--- config.mk ---
export PLATFORM = sky130hd
export DESIGN_NAME = banner_scroller
export DESIGN_NICKNAME = d
export VERILOG_FILES = /design/src/rtl/banner_scroller.sv
export SDC_FILE = /design/constraint.sdc
export NUM_CORES = 1
export LEC_CHECK = 0
export CAP_MARGIN = 20
export CELL_PAD_IN_SITES_DETAIL_PLACEMENT = 0
export CELL_PAD_IN_SITES_GLOBAL_PLACEMENT = 1
export CORE_UTILIZATION = 37
export DETAILED_ROUTE_END_ITERATION = 6
export PLACE_DENSITY_LB_ADDON = 0.1
export REMOVE_ABC_BUFFERS = 1
export SETUP_SLACK_MARGIN = 0.05
export SLEW_MARGIN = 20
export SYNTH_ARGS = -nofsm -noshare
export SYNTH_HDL_FRONTEND = slang
export SYNTH_SLANG_ARGS = --single-unit
--- constraint.sdc ---
create_clock -name clk -period 3.3 [get_ports clk]
set_input_delay 0.495 -clock clk [delete_from_list [all_inputs] [get_ports clk]]
set_output_delay 0.495 -clock clk [all_outputs]
set_load 0.01 [all_outputs]
--- src/rtl/banner_scroller.sv ---
// Banner window streamer: fetches WIN rows from a registered-address ROM and scrolls the window offset.
// Optional build macro BANNER_SCROLLER_INVERT_EN adds a per-frame row inversion input.
module banner_scroller #(
    parameter int ROW_W       = 57,
    parameter int DEPTH       = 129,
    parameter int ADDR_W      = 8,
    parameter int WIN         = 16,
    parameter int IDX_W       = 4,
    parameter int STEP_FRAMES = 2
) (
    input  logic              clk,
    input  logic              rst_n,
    input  logic              enable,
    input  logic              frame_start,
    input  logic              dir,
    input  logic              mode_wrap,
    input  logic              offset_load,
`ifdef BANNER_SCROLLER_INVERT_EN
    input  logic              invert,
`endif
    input  logic [ADDR_W-1:0] offset_in,
    output logic [ADDR_W-1:0] rom_addr,
    input  logic [ROW_W-1:0]  rom_data,
    output logic              row_valid,
    input  logic              row_ready,
    output logic [ROW_W-1:0]  row_data,
    output logic [IDX_W-1:0]  row_idx,
    output logic              row_last,
    output logic [ADDR_W-1:0] offset,
    output logic              busy,
    output logic              at_end
);

    localparam int CNT_W = $clog2(STEP_FRAMES + 1);
    localparam logic [ADDR_W-1:0] LAST_ROW  = ADDR_W'(DEPTH - 1);
    localparam logic [ADDR_W-1:0] FWD_LIMIT = ADDR_W'(DEPTH - WIN);
    localparam logic [IDX_W-1:0]  LAST_IDX  = IDX_W'(WIN - 1);
    localparam logic [CNT_W-1:0]  CNT_TOP   = CNT_W'(STEP_FRAMES);

    typedef enum logic [1:0] {IDLE, FETCH, WAIT, SEND} state_t;

    state_t            state;
    state_t            state_next;
    logic [CNT_W-1:0]  frame_cnt;
    logic [CNT_W-1:0]  frame_cnt_inc;
    logic [ADDR_W-1:0] step_offset;
    logic              step_at_end;
    logic [ADDR_W-1:0] next_addr;
    logic              start;
    logic              accept;
    logic              frame_done;
`ifdef BANNER_SCROLLER_INVERT_EN
    logic              invert_q;
`endif

    assign start         = (state == IDLE) && frame_start;
    assign accept        = (state == SEND) && row_ready;
    assign frame_done    = accept && (row_idx == LAST_IDX);
    assign frame_cnt_inc = frame_cnt + 1'b1;
    assign next_addr     = (rom_addr == LAST_ROW) ? '0 : rom_addr + 1'b1;

    always_ff @(posedge clk or negedge rst_n) begin
        if (!rst_n) begin
            state <= IDLE;
        end else begin
            state <= state_next;
        end
    end

    always_comb begin
        state_next = state;
        unique case (state)
            IDLE:    if (frame_start) state_next = FETCH;
            FETCH:   state_next = WAIT;
            WAIT:    state_next = SEND;
            SEND:    if (row_ready) state_next = (row_idx == LAST_IDX) ? IDLE : FETCH;
            default: state_next = IDLE;
        endcase
    end

    always_comb begin
        row_valid = (state == SEND);
        busy      = (state != IDLE);
        row_last  = (state == SEND) && (row_idx == LAST_IDX);
    end

    // One-shot forward clamps offsets loaded beyond the limit back onto it.
    always_comb begin
        step_offset = offset;
        step_at_end = 1'b0;
        if (mode_wrap) begin
            if (!dir) step_offset = (offset == LAST_ROW) ? '0 : offset + 1'b1;
            else      step_offset = (offset == '0) ? LAST_ROW : offset - 1'b1;
        end else begin
            if (!dir) begin
                step_offset = (offset >= FWD_LIMIT) ? FWD_LIMIT : offset + 1'b1;
                step_at_end = (step_offset == FWD_LIMIT);
            end else begin
                step_offset = (offset == '0) ? '0 : offset - 1'b1;
                step_at_end = (step_offset == '0);
            end
        end
    end

    always_ff @(posedge clk or negedge rst_n) begin
        if (!rst_n) begin
            offset    <= '0;
            at_end    <= 1'b0;
            frame_cnt <= '0;
            rom_addr  <= '0;
            row_idx   <= '0;
            row_data  <= '0;
`ifdef BANNER_SCROLLER_INVERT_EN
            invert_q  <= 1'b0;
`endif
        end else begin
            if ((state == IDLE) && offset_load) begin
                offset <= offset_in;
                at_end <= 1'b0;
            end
            if (start) begin
                rom_addr <= offset_load ? offset_in : offset;
                row_idx  <= '0;
`ifdef BANNER_SCROLLER_INVERT_EN
                invert_q <= invert;
`endif
            end
            if (state == WAIT) begin
`ifdef BANNER_SCROLLER_INVERT_EN
                row_data <= rom_data ^ {ROW_W{invert_q}};
`else
                row_data <= rom_data;
`endif
            end
            if (accept && !frame_done) begin
                row_idx  <= row_idx + 1'b1;
                rom_addr <= next_addr;
            end
            if (frame_done) begin
                row_idx <= '0;
                if (enable) begin
                    if (frame_cnt_inc == CNT_TOP) begin
                        frame_cnt <= '0;
                        offset    <= step_offset;
                        at_end    <= step_at_end;
                    end else begin
                        frame_cnt <= frame_cnt_inc;
                    end
                end
            end
        end
    end

endmodule

# ---- After elaboration in Yosys (flattened, before gate mapping)
# Cells that the tools add are included.
dict set report totals {
  reg_bits 82
  in_bits 73
  out_inout_bits 81
  elab_cells 67
}
dict set report op_classes {
  addsub 5
  order_cmp 1
  n_eq_ne 10
  n_mux 29
  reduce_logical 15
}
# op n
set op_table {}
lappend op_table {{2-to-1 mux 8 bit} 15}
lappend op_table {{adder 8 x 1 -> 8 bit (second input constant)} 2}
lappend op_table {{equality test 8 bit (second input constant)} 2}
lappend op_table {{zero test 8 bit} 2}
lappend op_table {{2-to-1 mux 4 bit} 3}
lappend op_table {{equality test 8 x 7 -> 1 bit (second input constant)} 1}
lappend op_table {{>= comparator 8 x 7 -> 1 bit (second input constant)} 1}
lappend op_table {{case mux 2 bit (4 select lines)} 1}
lappend op_table {{subtractor 8 x 1 -> 8 bit (second input constant)} 1}
lappend op_table {{2-to-1 mux 1 bit} 7}
lappend op_table {{equality test 2 bit (second input constant)} 3}
lappend op_table {{logical AND 1 bit} 6}
lappend op_table {{2-to-1 mux 2 bit} 3}
lappend op_table {{adder 4 x 1 -> 4 bit (second input constant)} 1}
lappend op_table {{equality test 4 bit (second input constant)} 1}
lappend op_table {{AND reduction 2 bit} 2}
lappend op_table {{nonzero test 2 bit} 2}
lappend op_table {{nonzero test 3 bit} 1}
lappend op_table {{adder 2 x 1 -> 2 bit (second input constant)} 1}
lappend op_table {{equality test 2 x 1 -> 1 bit (second input constant)} 1}
lappend op_table {{zero test 2 bit} 1}
lappend op_table {{!= test 2 x 1 -> 1 bit (second input constant)} 1}
lappend op_table {{!= test 2 bit (second input constant)} 1}
lappend op_table {{zero test 1 bit} 1}

# ---- Logic depth before layout (Yosys ltp)
dict set report depth {
  ltp_word 8
  depth_mapped 8
  ltp_nobuf 7
}

# ---- Least setup slack after synthesis
# No wires, ideal clock.
dict set report synth_path {
  kind {register -> register}
  from {register offset[0]}
  to {register offset[2]}
  setup_ps 133
  arrival_time_ps 2060
  required_ps 3167
  setup_slack_ps 1106
  stages_incl_launch_ff 9
  path_buffers 1
  synth_period_minus_slack_ps 2194
  path_cell_list {dfrtp_1 > clkbuf_1 > inv_1 > ha_1 > or3b_2 > o31ai_1 > o211a_1 > o31a_1 > a221oi_2}
}
dict set report synth_between {
  elab_chain_len 7
  elab_cells_between_ends 15
  cone_classes {add/sub: 2; order compare: 1; eq/ne: 1; mux: 10; reduce/logical: 1}
}
# element line
set synth_lines {}
lappend synth_lines {{from (decl)} 29} ;# output logic [ADDR_W-1:0] offset,
lappend synth_lines {{from (signal assigned)} 118} ;# offset <= offset_in;
lappend synth_lines {{from (signal assigned)} 144} ;# offset <= step_offset;
lappend synth_lines {{adder 8 x 1 -> 8 bit (tied with other cells)} {92, 96}}
lappend synth_lines {{2-to-1 mux 8 bit (on tied branches)} --}
lappend synth_lines {{2-to-1 mux 8 bit (on tied branches)} {95, 92}}
lappend synth_lines {{2-to-1 mux 8 bit *} 91} ;# if (mode_wrap) begin
lappend synth_lines {{2-to-1 mux 8 bit *} 142} ;# if (frame_cnt_inc == CNT_TOP) begin
lappend synth_lines {{2-to-1 mux 8 bit *} 141} ;# if (enable) begin
lappend synth_lines {{2-to-1 mux 8 bit *} 139} ;# if (frame_done) begin
# Mark *: on every way between the ends. The rest lies on a longest branch, timed or not.
# A chain may end at the register's enable or synchronous reset.

# ---- Final worst setup path
# Same ends and word-level chain as after synthesis.

==> results list <==
- Overflow left after global routing: 0
- In this run the vertical extent of the chip is 108 um.
- Remaining routing DRC violations: 0
* Fraction of power consumed by combinational cells: 50.9%
* TritonCTS clock tree: built
* Quantity of gates resized following cts: 0
- The clock tree synthesis step divided the H-tree into 3 levels.
- Setup repair after global routing left no endpoint under its margin.
* Remaining max-slew budget at the tightest pin: 49.6%
- Register-to-register path setup slack: 930 ps
- The worst setup path is captured at a flip-flop.
* Synthesized area per cell: 11.5 um^2
* Cell Int Power: 3.54 mW
* Clock period minus final worst setup slack: 2370 ps
- Summed over all nets, the half-perimeter wirelength after detailed placement is 7.89 mm.
- Share of cell area taken by muxes after synthesis: 19.0%
- Total routed wirelength: 10.7 mm
* Origin of the worst setup path: offset[0]
- Yosys printed 0 warnings.
- Entering global routing, the biggest net connects 83 pins.
- The number of antenna violations at the first check in global routing is 0.
* Critical path endpoint: offset[2]
* Via density per instance: 5.24
- Instance count of the mapped netlist: 360
- Total non-filler cell area in the finished layout: 5990 um^2
- The repair_antennas step left the layout with diodes totalling 0.
- The synthesized netlist contains 53 unique library cells.
- Reg2reg path depth: 7
- In the final routed layout, each cell accounts on average for 16.5 um.
- Basic-gate share of the synthesized area counting and, or, nand and nor cells: 10.9%
- Clock sinks: 82
- Post-CTS repair timing setup buffer count: 0
- Overall power consumption after layout is estimated at 5.47 mW.
- Main synth FF type: dfrtp_1
- IR analysis of the VDD net gives a maximum drop of 0.000391 V.
- Number of design-rule violations left by the first detailed-router iteration: 122
- Standard cell area after detailed placement: 5780 um^2
- Data on the critical path arrives at its endpoint at 2590 ps.
- Core box area: 10,800 um^2
* Syn-to-layout area delta: 45.0%
* Crit Reg-Reg Startpoint: offset[0]
* Net switching power of the design: 1.93 mW
- Detail Route Antenna Nets: 0
- For this design the top-level I/O count stands at 154.
* Number of synthesized flops with an enable pin: 0
* Startpoint type of the worst setup path: flip-flop
* Fraction of post-synthesis cell area in the top cell type by area: 49.7%
- Flops & latches, synth: 82
- Leaving out filler cells and counting taps, the final layout contains 650.
- Asr flop ratio synth: 100%
- Global-route total usage across every layer: 18.9%
- For this design the static power due to leakage is 2.46 nW.
- Required time of the critical path: 3520 ps
* Slew at the pin closest to its max-slew limit: 756 ps
- The tool flagged a number of max-cap violations equal to 0.
- Timing would allow up to 421 MHz.
* Number of port buffers: 153
- After synthesis the cells add up to 4130 um^2.
- Setup violations remaining at the end of the flow were counted as 0.
- Summed over all instances, the cell type with the most area after synthesis is dfrtp_1.
- Cell chosen for the clock root: clkbuf_8
* Max-slew violation count: 0
- Share of total power in sequential cells: 34.7%
* Die area: 11,600 um^2
- After clock tree synthesis, the flow added hold-fix buffers numbering 0.
- Final hold violations: 0
* Adder-cell share of the synthesized area: 3.33%
- Register clock-pin slew on the reported worst setup and hold paths: 90 ps
* Xor/xnor cell area share of the yosys netlist: 1.48%
* Net count reported at finish: 590
* Status: finished, final reports clean
- After layout, the worst path uses 71.9% of the clock period.
* Setup TNS: 0 ps
* Fill cell instance count of the final layout: 963
* Number of search-and-repair iterations in the first detailed-routing pass: 4
- FP Rows: 38
- Destination of the worst register-to-register timing path: offset[2]
* Maximum number of buffers from clock root to sink: 2
- Setup slack closes at 927 ps.
- Summing the areas of all compound-gate instances in the mapped netlist gives 12.1% of the synthesized area.
- Routability congestion estimate from global placement: 0.797
* Portion of the post-synthesis area used by sequential elements: 49.7%
- The initial utilization of the core area, before any placement, comes to 38.1%.
* Share of cells above drive strength 1: 17.3%
* Total power density per cell area: 913 nW/um^2
* Worst clock skew: 6.39 ps
* Global-route wire length before repair: 17.0 mm
- By area the synthesized netlist is led by dfrtp_1 (50%), mux2_2 (17%), ha_1 (3.3%), mux2i_1 (2.4%), o21ai_0 (2.3%).
- Dominant combinational cell family by area after synthesis: multiplexers
* Share of total power consumed by net switching: 35.3%
- Of all nets on the critical path, the largest fanout is 14.
* Setup slack after placement: 830 ps
- The die is 108 um wide.
- The number of placed instances, taps included, is 635.
- Kind of critical path: flip-flop to flip-flop
- The clock network accounts for 14.4% of the total power.
- Vias: 3,404
- Vias in the first global route: 3,270
* Clock latency at the later pin of the worst-skew pair: 350 ps
- Worst hold path type: input pin to asynchronous set/reset pin
* Inserted Clock Buffers: 9
[sequential cells by signal (all words and copies together), names as in the netlist]
name       flops
frame_cnt      2
row_idx        4
at_end         1
state          2
rom_addr       8
offset         8
row_data      57
[metrics by stage]
stage,util (%),hold WS [ps]
2_1_floorplan,-,199
3_3_place_gp,53.3,481
3_5_place_dp,53.3,494
4_1_cts,55.3,368
5_1_grt,55.3,242
6_report,55.3,190
[worst max-delay path, cell delays in order, from the launching register on]
cell	delay (ps)
dfrtp_1	520
inv_1	140
ha_1	140
or3b_2	490
o31ai_1	570
o211a_1	210
o31a_1	140
a221oi_2	40
[synth_stat cells (all sizes together) (2+ instances only)]
master / number
a221oi: 3
o21ai: 19
clkbuf: 16
ha: 11
o22ai: 3
xnor2: 3
a311oi: 3
mux2i: 10
and3: 6
a221o: 2
a2111oi: 2
nand4: 5
a21oi: 10
or3: 3
nor4b: 3
o21a: 3
xor2: 4
nor3: 13
a31oi: 5
dfrtp: 82
buf: 6
a21boi: 2
o31ai: 3
and2: 3
inv: 12
a211o: 3
nor2: 14
mux2: 61
or4b: 2
nand3: 11
a211oi: 6
nand2: 15
nor3b: 2
[cells by family after synthesis]
group | after synthesis
AOI/OAI and AO/OA | 72
and+or+nand+nor | 83
adders and majority gates | 11
DFF | 82
muxes | 71
xor gates and xnor gates | 7
buffers and inverters | 34
[worst min-delay path by stage]
stage	startpoint	end	slack [ps]	cells after the start
after floorplan	rst_n	at_end	200	0
after global placement	frame_cnt[0]	frame_cnt[0]	480	1
after detailed placement	row_data[31]	row_data[31]	490	1
after CTS	rst_n	row_data[9]	370	1
after global routing	rst_n	row_data[9]	240	1
final	rst_n	row_data[9]	190	1
[routing by layer]
layer	vias to the layer above	wire length, um	track usage, %
met5	-	0	0
met2	119	4910	29.6
met1	1656	4910	25.5
li1	1620	-	-
met4	0	134	6.36
met3	9	768	4.60
[power groups by stage]
stage	Combinational, mW	Sequential [mW]	Clock [mW]
detailed placement	2.81	1.92	0
global placement	2.79	1.89	0
finish	2.79	1.90	0.785
floorplan	1.20	2.08	0
global route	3.03	1.98	0.852
CTS	2.81	1.90	0.803
[area by class of cell]
type,instances,area (um^2),area share [%]
clock buffer,10,128,2.13
clock inverter,5,80.1,1.34
inverter,12,45.0,0.752
multi-input combinational,244,1940,32.3
sequential,82,2050,34.2
tap,140,175,2.92
timing repair buffer,157,1580,26.3
[cells in the final DEF, fill, tap and decap left out, types with 6 or more instances in the layout]
cell and count:
and3_1 6, clkdlybuf4s50_1 152, o21ai_0 19, mux2i_1 10, nor2_1 14, inv_1 12, nor3_1 13, a211oi_1 6
a21oi_1 10, dfrtp_1 82, mux2_2 61, nand3_1 10, nand2_1 15, ha_1 10, clkbuf_8 9
Note: power is estimated with default switching activity, not from simulation.
